File: config.mk
export PLATFORM = sky130hd
export DESIGN_NAME = fetch_unit_flat
export DESIGN_NICKNAME = d
export VERILOG_FILES = /design/src/rtl/fetch_unit_if.sv /design/src/rtl/fetch_unit.sv /design/src/flat_wrapper.sv
export SDC_FILE = /design/constraint.sdc
export NUM_CORES = 1
export LEC_CHECK = 0
export ABC_AREA = 1
export CAP_MARGIN = 0
export CORE_MARGIN = 4
export CORE_UTILIZATION = 50
export CTS_CLUSTER_DIAMETER = 80
export DETAILED_ROUTE_END_ITERATION = 6
export GPL_ROUTABILITY_DRIVEN = 0
export PLACE_DENSITY = 0.79
export SLEW_MARGIN = 20
export SYNTH_ARGS = -nofsm -noshare
export SYNTH_HDL_FRONTEND = slang
export SYNTH_SLANG_ARGS = --single-unit
File: constraint.sdc
create_clock -name clk -period 5.7 [get_ports clk]
set_clock_uncertainty 0.1 [all_clocks]
set_input_delay 1.14 -clock clk [delete_from_list [all_inputs] [get_ports clk]]
set_output_delay 1.14 -clock clk [all_outputs]
set_load 0.01 [all_outputs]
File: src/rtl/fetch_unit_if.sv
// Fetch-unit bus bundle: instruction-memory request/response channel plus
// the decode-side instruction handshake and redirect inputs.
interface fetch_unit_if #(
    parameter int ADDR_W  = 32,
    parameter int INSTR_W = 32
);
    logic               imem_req_valid;
    logic               imem_req_ready;
    logic [ADDR_W-1:0]  imem_req_addr;
    logic               imem_rsp_valid;
    logic [INSTR_W-1:0] imem_rsp_data;
    logic               instr_valid;
    logic               instr_ready;
    logic [INSTR_W-1:0] instr;
    logic [ADDR_W-1:0]  instr_pc;
    logic               redirect;
    logic [ADDR_W-1:0]  redirect_pc;

    modport master (
        output imem_req_valid, imem_req_addr,
        input  imem_req_ready, imem_rsp_valid, imem_rsp_data,
        output instr_valid, instr, instr_pc,
        input  instr_ready, redirect, redirect_pc
    );

    modport slave (
        input  imem_req_valid, imem_req_addr,
        output imem_req_ready, imem_rsp_valid, imem_rsp_data,
        input  instr_valid, instr, instr_pc,
        output instr_ready, redirect, redirect_pc
    );
endinterface

File: src/rtl/fetch_unit.sv
// Instruction fetch unit: owns the fetch PC, issues in-order memory requests,
// buffers responses for decode and handles redirects by dropping stale returns.
module fetch_unit #(
    parameter int                ADDR_W    = 32,
    parameter int                INSTR_W   = 32,
    parameter int                BUF_DEPTH = 2,
    parameter logic [ADDR_W-1:0] RESET_VEC = '0
) (
    input logic          clk,
    input logic          rst,
    fetch_unit_if.master bus
);
    localparam int PW = $clog2(BUF_DEPTH);
    localparam int CW = PW + 1;

    typedef struct packed {
        logic [INSTR_W-1:0] instr;
        logic [ADDR_W-1:0]  pc;
    } entry_t;

    // fetch_pc is the address the next newly issued request will carry;
    // req_addr is the address currently presented (held until accepted).
    logic [ADDR_W-1:0] fetch_pc, fetch_pc_nxt;
    logic [ADDR_W-1:0] req_addr, req_addr_nxt;
    logic              req_valid, req_valid_nxt;
    logic              stale, stale_nxt;
    logic [CW-1:0]     os_cnt, os_nxt;
    logic [CW-1:0]     buf_cnt, buf_nxt;
    logic [CW-1:0]     drop_cnt, drop_nxt;
    logic [PW-1:0]     head, tail, pcq_rd, pcq_wr;
    entry_t            buf_mem [BUF_DEPTH];
    logic [ADDR_W-1:0] pcq [BUF_DEPTH];

    logic              accept, rsp, dropping, push, pop, hold, room;
    logic [ADDR_W-1:0] pc_src;

    assign accept   = req_valid & bus.imem_req_ready;
    // A response with nothing outstanding belongs to a pre-reset request.
    assign rsp      = bus.imem_rsp_valid & (os_cnt != '0);
    assign dropping = drop_cnt != '0;
    assign push     = rsp & ~dropping & ~bus.redirect;
    assign pop      = bus.instr_valid & bus.instr_ready;
    assign hold     = req_valid & ~bus.imem_req_ready;

    always_comb begin
        os_nxt    = os_cnt + CW'(accept) - CW'(rsp);
        buf_nxt   = buf_cnt + CW'(push) - CW'(pop);
        drop_nxt  = drop_cnt - CW'(rsp & dropping) + CW'(accept & stale);
        stale_nxt = stale & ~accept;
        pc_src    = fetch_pc;
        if (bus.redirect) begin
            buf_nxt   = '0;
            drop_nxt  = os_nxt;
            // an unaccepted request keeps its old address; drop it on accept
            stale_nxt = hold;
            pc_src    = bus.redirect_pc & ~ADDR_W'(3);
        end
        room          = ({1'b0, buf_nxt} + {1'b0, os_nxt}) < (CW+1)'(BUF_DEPTH);
        req_valid_nxt = hold | room;
        req_addr_nxt  = req_addr;
        fetch_pc_nxt  = pc_src;
        if (!hold && room) begin
            req_addr_nxt = pc_src;
            fetch_pc_nxt = pc_src + ADDR_W'(4);
        end
    end

    always_ff @(posedge clk or posedge rst) begin
        if (rst) begin
            fetch_pc  <= RESET_VEC;
            req_addr  <= RESET_VEC;
            req_valid <= 1'b0;
            stale     <= 1'b0;
            os_cnt    <= '0;
            buf_cnt   <= '0;
            drop_cnt  <= '0;
            head      <= '0;
            tail      <= '0;
            pcq_rd    <= '0;
            pcq_wr    <= '0;
        end else begin
            fetch_pc  <= fetch_pc_nxt;
            req_addr  <= req_addr_nxt;
            req_valid <= req_valid_nxt;
            stale     <= stale_nxt;
            os_cnt    <= os_nxt;
            buf_cnt   <= buf_nxt;
            drop_cnt  <= drop_nxt;
            if (accept) pcq_wr <= pcq_wr + PW'(1);
            if (rsp)    pcq_rd <= pcq_rd + PW'(1);
            if (push)   tail   <= tail + PW'(1);
            if (bus.redirect)
                head <= tail;
            else if (pop)
                head <= head + PW'(1);
        end
    end

    // PC queue is filled at accept and drained by every response, dropped or not.
    always_ff @(posedge clk) begin
        if (accept) pcq[pcq_wr] <= req_addr;
        if (push)   buf_mem[tail] <= '{instr: bus.imem_rsp_data, pc: pcq[pcq_rd]};
    end

    assign bus.imem_req_valid = req_valid;
    assign bus.imem_req_addr  = req_addr;
    assign bus.instr_valid    = buf_cnt != '0;
    assign bus.instr          = bus.instr_valid ? buf_mem[head].instr : '0;
    assign bus.instr_pc       = bus.instr_valid ? buf_mem[head].pc    : '0;
endmodule

File: src/flat_wrapper.sv
// flat-port wrapper written by rule: the top's interface ports become plain ports
module fetch_unit_flat 
#(
    parameter int                ADDR_W    = 32,
    parameter int                INSTR_W   = 32,
    parameter int                BUF_DEPTH = 2,
    parameter logic [ADDR_W-1:0] RESET_VEC = '0
)
  (clk, rst, bus_imem_req_valid, bus_imem_req_addr, bus_imem_req_ready, bus_imem_rsp_valid, bus_imem_rsp_data, bus_instr_valid, bus_instr, bus_instr_pc, bus_instr_ready, bus_redirect, bus_redirect_pc);
  fetch_unit_if #(.ADDR_W(ADDR_W), .INSTR_W(INSTR_W)) bus_i ();
  input logic clk;
  input logic rst;
  output wire logic [$bits(bus_i.imem_req_valid)-1:0] bus_imem_req_valid;
  output wire logic [$bits(bus_i.imem_req_addr)-1:0] bus_imem_req_addr;
  input wire logic [$bits(bus_i.imem_req_ready)-1:0] bus_imem_req_ready;
  input wire logic [$bits(bus_i.imem_rsp_valid)-1:0] bus_imem_rsp_valid;
  input wire logic [$bits(bus_i.imem_rsp_data)-1:0] bus_imem_rsp_data;
  output wire logic [$bits(bus_i.instr_valid)-1:0] bus_instr_valid;
  output wire logic [$bits(bus_i.instr)-1:0] bus_instr;
  output wire logic [$bits(bus_i.instr_pc)-1:0] bus_instr_pc;
  input wire logic [$bits(bus_i.instr_ready)-1:0] bus_instr_ready;
  input wire logic [$bits(bus_i.redirect)-1:0] bus_redirect;
  input wire logic [$bits(bus_i.redirect_pc)-1:0] bus_redirect_pc;
  assign bus_imem_req_valid = bus_i.imem_req_valid;
  assign bus_imem_req_addr = bus_i.imem_req_addr;
  assign bus_i.imem_req_ready = bus_imem_req_ready;
  assign bus_i.imem_rsp_valid = bus_imem_rsp_valid;
  assign bus_i.imem_rsp_data = bus_imem_rsp_data;
  assign bus_instr_valid = bus_i.instr_valid;
  assign bus_instr = bus_i.instr;
  assign bus_instr_pc = bus_i.instr_pc;
  assign bus_i.instr_ready = bus_instr_ready;
  assign bus_i.redirect = bus_redirect;
  assign bus_i.redirect_pc = bus_redirect_pc;
  fetch_unit #(.ADDR_W(ADDR_W), .INSTR_W(INSTR_W), .BUF_DEPTH(BUF_DEPTH), .RESET_VEC(RESET_VEC)) u_core (.clk(clk), .rst(rst), .bus(bus_i));
endmodule
==> qor.csv, run 1 <==
stage,metric,value,unit
synth,Post-synth top cells,"419 x nand2_1, 192 x edfxtp_1, 76 x dfrtp_1",
worst_setup_path,crit-path max FO,12,
floorplanning,# IOs,168,
synth,Mapped Nets,1157,
cts,CTS tree,done,
placed_design,DP Area,13200,sq um
placed_design,DP HPWL,15900,um
synth,sequential area share after synthesis,0.675,
detailed_routing,DRC Markers,0,
worst_setup_path,CP arrival,4770,ps
final_layout,synthesis-to-layout area growth,23.8,%
cts,clock buffer depth,3,
cts,Clock Latency Late Sink,520,ps
final_layout,final net count,1316,
synth,largest family of logic cells by synthesized area,simple AND/OR/NAND/NOR gates,
min_path,worst min-delay path category,register to register,
placed_design,PortBufs,165,
synth,Adder-Cell Fraction of Synth Area,0.00947,
floorplanning,num rows,54,
worst_setup_path,Worst Setup End Kind,register,
synth,synth warn,0,
worst_setup_path,WP data required,6000,ps
synth,Compound-Gate Fraction of Synth Area,0.0495,
worst_setup_path,CP max stage cell,fa_1,
cts,postcts setup bufs,0,
synth,ranking of synthesized cells by area,"edfxtp_1 51%, dfrtp_1 17%, nand2_1 14%, a21oi_1 2.9%, inv_1 2.3%",
worst_setup_path,r2r setup slk,1760,ps
sta,setup violators final,0,
cts,Worst-path clk slew,60,ps
detailed_routing,DR WL/cell,15.7,um
worst_setup_path,crit-path max cell delay,500,ps
detailed_routing,Via Count,7680,
synth,Post-synth EDFFs,192,
sta,setup TNS,0,ps
worst_setup_path,Setup crit start,bus_imem_rsp_valid,
synth,Synth async-reset ratio,0.284,
worst_setup_path,worst setup path class,input port to register,
synth,synth unique cells,35,
worst_setup_path,type of origin of the critical path,input port,
floorplanning,Die H,159,um
synth,most numerous cell in the Yosys netlist,nand2_1,
global_route,grt total ovfl,0,
worst_setup_path,r2r worst-path depth,18,
final_layout,final instance area,14100,sq um
worst_setup_path,Worst Setup EP,u_core.fetch_pc[18]$_DFF_PP0_,
sta,Final Cycle Share,0.783,
cts,CTS root buf,clkbuf_16,
synth,Post-Synth XOR/XNOR Area,0.0162,
sta,fin crit period,4460,ps
synth,Simple-Gate Fraction of Synth Area,0.203,
floorplanning,die area,25200,sq um
sta,Slew Limit Fails,0,
worst_setup_path,"Top cell by count, worst path",nand2_1,
synth,"Avg Cell Area, Syn",10.5,sq um
global_route,first-pass GRT wire length,39100,um
cts,H-tree lvl count,1,
detailed_routing,DR pass1 iterations,5,
detailed_routing,Post-DRT Antenna Nets,0,
cts,clock sink count,268,
power,Peak VDD IR,0.000430,V
run_status,status,"finished, final reports clean",
detailed_routing,total wire length,24200,um
synth,Synth Instances,1079,
worst_setup_path,FF-to-FF Start,u_core.os_cnt[1]$_DFF_PP0_,
synth,Synth area leader,edfxtp_1,
cts,post-CTS sizing,0,
final_layout,n_diodes,0,
sta,RSZ-0062 raised after global routing,no,
floorplanning,starting density of the core,0.514,
global_route,GRT Util Overall,0.189,
synth,top cell type's share of synthesized area,0.507,
power,PD cells,500,nW/um^2
run,max-cap violation count,0,
global_route,number of global-route vias before repair,7488,
sta,Worst Tran Pin Value,978,ps
final_layout,share of layout cells above drive strength 1,0.0914,
sta,Final Hold Viols,0,
worst_setup_path,CP Depth,19,
worst_setup_path,CP cell instances,"clkdlybuf4s50_1, o21ai_0, inv_1, ha_1, inv_1, ha_1, xnor2_1, xnor2_1, fa_1, nor2_1, nand2_1, inv_1, nand2_1, nor2_4, nand2_4, nor2_4, nand2_1, nand2_1, nand2_1",
power,Leak,0.00572,uW
synth,mux contribution to synthesized area,0,
cts,CTS Buf Count,27,
floorplanning,die width,159,um
global_route,initial antenna violation count,0,
cts,CTS Hold Bufs,0,
synth,Synth Register Bits,268,
detailed_routing,initial drt markers,504,
worst_setup_path,R2R Path End,u_core.fetch_pc[18]$_DFF_PP0_,
synth,top_reg_cell synth,edfxtp_1,
sta,fmax,224,MHz
floorplanning,core area,22100,sq um
detailed_routing,drt via density,4.99,
synth,mapped cell area,11400,sq um
global_route,largest net degree at the start of global routing,67,
sta,max_slew headroom,0.344,
worst_setup_path,Top delay family on crit path,simple AND/OR/NAND/NOR gates,
worst_setup_path,Buf/Inv on CP,4,
[routing by layer]
metal | track usage | wire length, um
met1 | 0.267 | 10900
met5 | 0 | 0
met4 | 0.0469 | 365
met3 | 0.0293 | 1390
met2 | 0.310 | 11600
[logic make-up after synthesis]
kind of cell             after synthesis
adder cells (fa/ha/maj)                8
XOR/XNOR                              21
AND/OR/NAND/NOR                      550
buffers and inverters                123
flip-flops                           268
AO/OA/AOI/OAI                        109
[stage by stage]
stage	utilization	setup WS (ps)	total power [uW]	hold slack, ps	std cells
finish	0.637	1240	7030	386	1538
CTS	0.637	1250	7100	390	1538
global placement	0.599	835	5310	369	1489
detailed placement	0.599	783	5410	379	1489
floorplan	-	685	4310	359	1079
global route	0.637	1020	7480	406	1538
[placed cells by master (no fill, tap or decap), drive strengths merged]
cell type      instances
nand4                  2
buf                   11
nand3                 36
o21ai                 39
nor3                   2
clkinvlp               1
nand3b                 1
xnor2                  6
clkinv                10
or2                    1
inv                   76
a21oi                 65
fa                     1
and3                   1
clkdlybuf4s50        164
xor2                  15
nor2                  64
dfrtp                 76
ha                     7
a31oi                  5
nand2                443
edfxtp               192
bufinv                 1
clkbuf                39
[worst reg2reg max path, cell delays in order, from the launching register on]
cell and delay, ps:
dfrtp_1 390, o21ai_0 320, inv_1 140, ha_1 310
inv_1 40, ha_1 200, xnor2_1 150, xnor2_1 290
fa_1 500, nor2_1 120, nand2_1 90, inv_1 370
nand2_1 240, nor2_4 180, nand2_4 90, nor2_4 140
nand2_1 60, nand2_1 60, nand2_1 50
[how the worst min path moves through the flow]
stage,from,end,slack [ps],depth (start not counted)
detailed placement,u_core.fetch_pc[1]$_DFF_PP0_,u_core.fetch_pc[1]$_DFF_PP0_,380,2
global placement,u_core.fetch_pc[0]$_DFF_PP0_,u_core.fetch_pc[0]$_DFF_PP0_,370,2
floorplan,u_core.fetch_pc[0]$_DFF_PP0_,u_core.fetch_pc[0]$_DFF_PP0_,360,2
global route,u_core.bus.imem_req_addr[0]$_DFFE_PP0P_,u_core.pcq[1][0]$_DFFE_PP_,410,0
finish,u_core.fetch_pc[1]$_DFF_PP0_,u_core.fetch_pc[1]$_DFF_PP0_,390,2
CTS,u_core.fetch_pc[1]$_DFF_PP0_,u_core.fetch_pc[1]$_DFF_PP0_,390,2
[report_power, final]
part	switching [uW]	internal, uW
clock network	686	979
logic	1530	956
registers	227	2660
[state kept, by name (all words and copies together), names as in the netlist]
name and cells:
u_core.pcq 64, u_core.pcq_rd 1, u_core.tail 1, u_core.fetch_pc 32, u_core.buf_mem 128, u_core.head 1
u_core.drop_cnt 2, u_core.pcq_wr 1, u_core.bus.imem_req_valid 1, u_core.buf_cnt 2, u_core.os_cnt 2, u_core.stale 1
u_core.bus.imem_req_addr 32
[cell type report]
cell class	count	area [sq um]
fillers	1711	8020
flip-flops and latches	268	7670
multi-input cells	688	3190
repair buffers	175	1720
clock buffers	39	771
well taps	280	350
inverters	78	299
clock inverters	10	73.8
Note: power is estimated with default switching activity, not from simulation.
==> inputs of run 2 (changes only) <==
--- a/config.mk
+++ b/config.mk
@@ -8,11 +8,11 @@
 export ABC_AREA = 1
 export CAP_MARGIN = 0
 export CORE_MARGIN = 4
-export CORE_UTILIZATION = 50
+export CORE_UTILIZATION = 49
 export CTS_CLUSTER_DIAMETER = 80
 export DETAILED_ROUTE_END_ITERATION = 6
 export GPL_ROUTABILITY_DRIVEN = 0
-export PLACE_DENSITY = 0.79
+export PLACE_DENSITY = 0.81
 export SLEW_MARGIN = 20
 export SYNTH_ARGS = -nofsm -noshare
 export SYNTH_HDL_FRONTEND = slang
==> constraint.sdc (replaced) <==
create_clock -name clk -period 3.6 [get_ports clk]
set_clock_uncertainty 0.1 [all_clocks]
set_input_delay 0.72 -clock clk [delete_from_list [all_inputs] [get_ports clk]]
set_output_delay 0.72 -clock clk [all_outputs]
set_load 0.01 [all_outputs]
==> run 2 against run 1 <==
Non-clock buffer count is 17 higher. Largest power group unchanged. Worst setup slack worse by 1100 ps. Register-to-register slack worse by 1500 ps. Cell area is 2.1% higher. Clock power is 75% higher. Critical path type unchanged. Utilization is 0.43 points lower. Critical endpoint unchanged. Clock-buffer cell count is 7 lower. Worst hold slack better by 6.7 ps.
==> qor.csv, run 2 (synthesis results as in run 1) <==
stage,metric,value,unit,change
cts,CTS root buf,clkbuf_16,,
final_layout,share of layout cells above drive strength 1,0.110,,+0.0181
worst_setup_path,R2R Path End,u_core.fetch_pc[18]$_DFF_PP0_,,
final_layout,Layout fillers,1723,,+0.70%
placed_design,PortBufs,165,,unchanged
sta,setup violators final,0,,unchanged
final_layout,Reg area,7670,sq um,unchanged
sta,Worst Tran Pin Value,921,ps,-56.9 ps
final_layout,final net count,1334,,+1.4%
final_layout,max reg flops,128,,unchanged
final_layout,final instance area,14400,sq um,+2.1%
sta,RSZ-0062 raised after global routing,no,,
placed_design,Place WS,-423,ps,-1210 ps
final_layout,Top reg by flops,u_core.buf_mem,,
min_path,worst hold start,u_core.fetch_pc[0]$_DFF_PP0_,,
cts,H-tree lvl count,1,,unchanged
worst_setup_path,r2r worst-path depth,19,,+1
detailed_routing,initial drt markers,642,,+27%
min_path,hold depth,2,,unchanged
cts,Worst-path clk slew,60,ps,about the same
floorplanning,core area,22700,sq um,+2.8%
worst_setup_path,worst setup path class,input port to register,,
run,max-cap violation count,0,,unchanged
min_path,Worst Hold Path EP,u_core.fetch_pc[0]$_DFF_PP0_,,
worst_setup_path,CP max stage cell,fa_1,,
worst_setup_path,"Top cell by count, worst path",nand2_1,,
global_route,initial antenna violation count,0,,unchanged
worst_setup_path,FF-to-FF Start,u_core.os_cnt[0]$_DFF_PP0_,,
min_path,worst min-delay path category,register to register,,
worst_setup_path,Buf/Inv on CP,5,,+1
final_layout,biggest regs,"u_core.buf_mem (128), u_core.pcq (64)",,
run_status,status,"finished, final reports clean",,
final_layout,n_diodes,0,,unchanged
final_layout,"commonest non-fill, non-tap cells in the layout","418 x nand2_1, 192 x edfxtp_1, 164 x clkdlybuf4s50_1, 75 x dfrtp_1, 69 x inv_1",,
placed_design,DP HPWL,17000,um,+6.5%
floorplanning,num rows,55,,+1.9%
power,Leak,0.00586,uW,+2.4%
detailed_routing,Via Count,7881,,+2.6%
floorplanning,Die H,160,um,+0.96%
worst_setup_path,Worst Setup End Kind,register,,
cts,postcts setup bufs,0,,unchanged
global_route,grt total ovfl,0,,unchanged
sta,fin crit period,3440,ps,
global_route,number of global-route vias before repair,7865,,+5.0%
cts,CTS tree,done,,
worst_setup_path,CP arrival,3770,ps,-1000 ps
cts,CTS Buf Count,28,,+3.7%
global_route,GRT Util Overall,0.194,,+0.00542
final_layout,synthesis-to-layout area growth,26.4,%,
worst_setup_path,WP data required,3940,ps,-2060 ps
floorplanning,starting density of the core,0.501,,-0.0139
power,Peak VDD IR,0.000387,V,-10%
final_layout,"commonest non-fill, non-tap cell in the layout",nand2_1,,
final_layout,area of the multi-input gates,3210,sq um,+0.67%
power,PD cells,812,nW/um^2,+62%
detailed_routing,total wire length,25200,um,+4.1%
worst_setup_path,crit-path max cell delay,500,ps,about the same
floorplanning,die width,160,um,+0.96%
sta,fmax,291,MHz,
cts,post-CTS sizing,0,,unchanged
detailed_routing,DR pass1 iterations,5,,unchanged
sta,max_slew headroom,0.382,,+0.0382
detailed_routing,Post-DRT Antenna Nets,0,,unchanged
sta,Final Cycle Share,0.955,,
placed_design,DP Area,13400,sq um,+1.4%
floorplanning,# IOs,168,,unchanged
detailed_routing,DR WL/cell,16.1,um,+2.5%
cts,clock sink count,268,,unchanged
detailed_routing,DRC Markers,0,,unchanged
sta,final worst slack,161,ps,-1070 ps
worst_setup_path,r2r setup slk,290,ps,-1470 ps
worst_setup_path,crit-path max FO,5,,-7
floorplanning,die area,25700,sq um,+1.9%
worst_setup_path,type of origin of the critical path,input port,,
worst_setup_path,CP cell instances,"clkdlybuf4s50_1, o21ai_2, inv_1, ha_1, inv_1, ha_1, xnor2_2, xnor2_1, buf_4, fa_1, nor2_2, nand2_2, inv_1, nand2_1, nor2_4, nand2_4, nor2_4, nand2_1, nand2_1, nand2_1",,
detailed_routing,drt via density,5.04,,+0.98%
sta,Slew Limit Fails,0,,unchanged
sta,Final Hold Viols,0,,unchanged
global_route,largest net degree at the start of global routing,67,,unchanged
cts,CTS Hold Bufs,0,,unchanged
cts,Clock Latency Late Sink,540,ps,+20 ps
cts,clock buffer depth,3,,unchanged
global_route,first-pass GRT wire length,40800,um,+4.4%
worst_setup_path,Top delay family on crit path,adder cells,,
==> run 2: changes by cell type in the layout (fill, tap and decap cells not counted), sizes merged <==
cell | previous run | this run
bufinv | 1 | 4
buf | 11 | 28
clkinv | 10 | 14
clkbuf | 39 | 32
inv | 76 | 79
==> run 2: metrics by stage <==
| stage | hold slack (ps) | power, uW | TNS, ps | util | instances |
|---|---|---|---|---|---|
| 3_5_place_dp | 388 | 8750 | -15390 | 0.590 | 1511 |
| 2_1_floorplan | 359 | 6830 | -127310 | - | 1079 |
| 6_report | 392 | 11700 | 0 | 0.633 | 1563 |
| 5_1_grt | 430 | 12400 | 0 | 0.633 | 1563 |
| 3_3_place_gp | 370 | 8560 | -11130 | 0.590 | 1511 |
| 4_1_cts | 403 | 11700 | 0 | 0.632 | 1563 |
==> run 2: routing by layer <==
layer  wire length [um]  up-vias  GRT usage
met2              12400      262      0.330
met5                  0        -          0
met1              10800     3697      0.262
li1                   -     3884          -
met4                618        0     0.0504
met3               1370       38     0.0328
==> run 2: worst max-delay path by stage <==
stage | end | slack, ps | from | depth (start not counted)
floorplan | u_core.buf_mem[0][0]$_DFFE_PP_ | -990 | bus_redirect | 6
detailed placement | u_core.fetch_pc[26]$_DFF_PP0_ | -420 | bus_imem_rsp_valid | 19
CTS | u_core.fetch_pc[26]$_DFF_PP0_ | 120 | bus_imem_rsp_valid | 19
global placement | u_core.fetch_pc[27]$_DFF_PP0_ | -340 | bus_imem_rsp_valid | 19
global route | u_core.fetch_pc[18]$_DFF_PP0_ | 10 | bus_imem_rsp_valid | 20
finish | u_core.fetch_pc[18]$_DFF_PP0_ | 160 | bus_imem_rsp_valid | 20
==> run 2: worst register-to-register path, cell delays in order, from the launching register on <==
cell and delay [ps]:
dfrtp_1 400, o21ai_2 170, inv_1 80, ha_1 280, inv_1 40, ha_1 220, xnor2_2 140, xnor2_1 130
buf_4 150, fa_1 500, nor2_2 130, nand2_2 90, inv_1 110, nand2_1 120, nor2_4 130, nand2_4 90
nor2_4 140, nand2_1 80, nand2_1 60, nand2_1 50
==> run 2: area by class of cell <==
| cell class | count | share of cell area |
|---|---|---|
| flip-flops and latches | 268 | 0.534 |
| well taps | 285 | 0.0248 |
| repair buffers | 192 | 0.132 |
| inverters | 78 | 0.0207 |
| clock buffers | 32 | 0.0498 |
| clock inverters | 20 | 0.0151 |
| multi-input cells | 688 | 0.223 |
==> run 2: power breakdown <==
part	internal, uW	switching, uW	total [uW]
registers	4200	385	4590
logic	1690	2490	4180
clock network	1720	1180	2900
total	7610	4050	11700
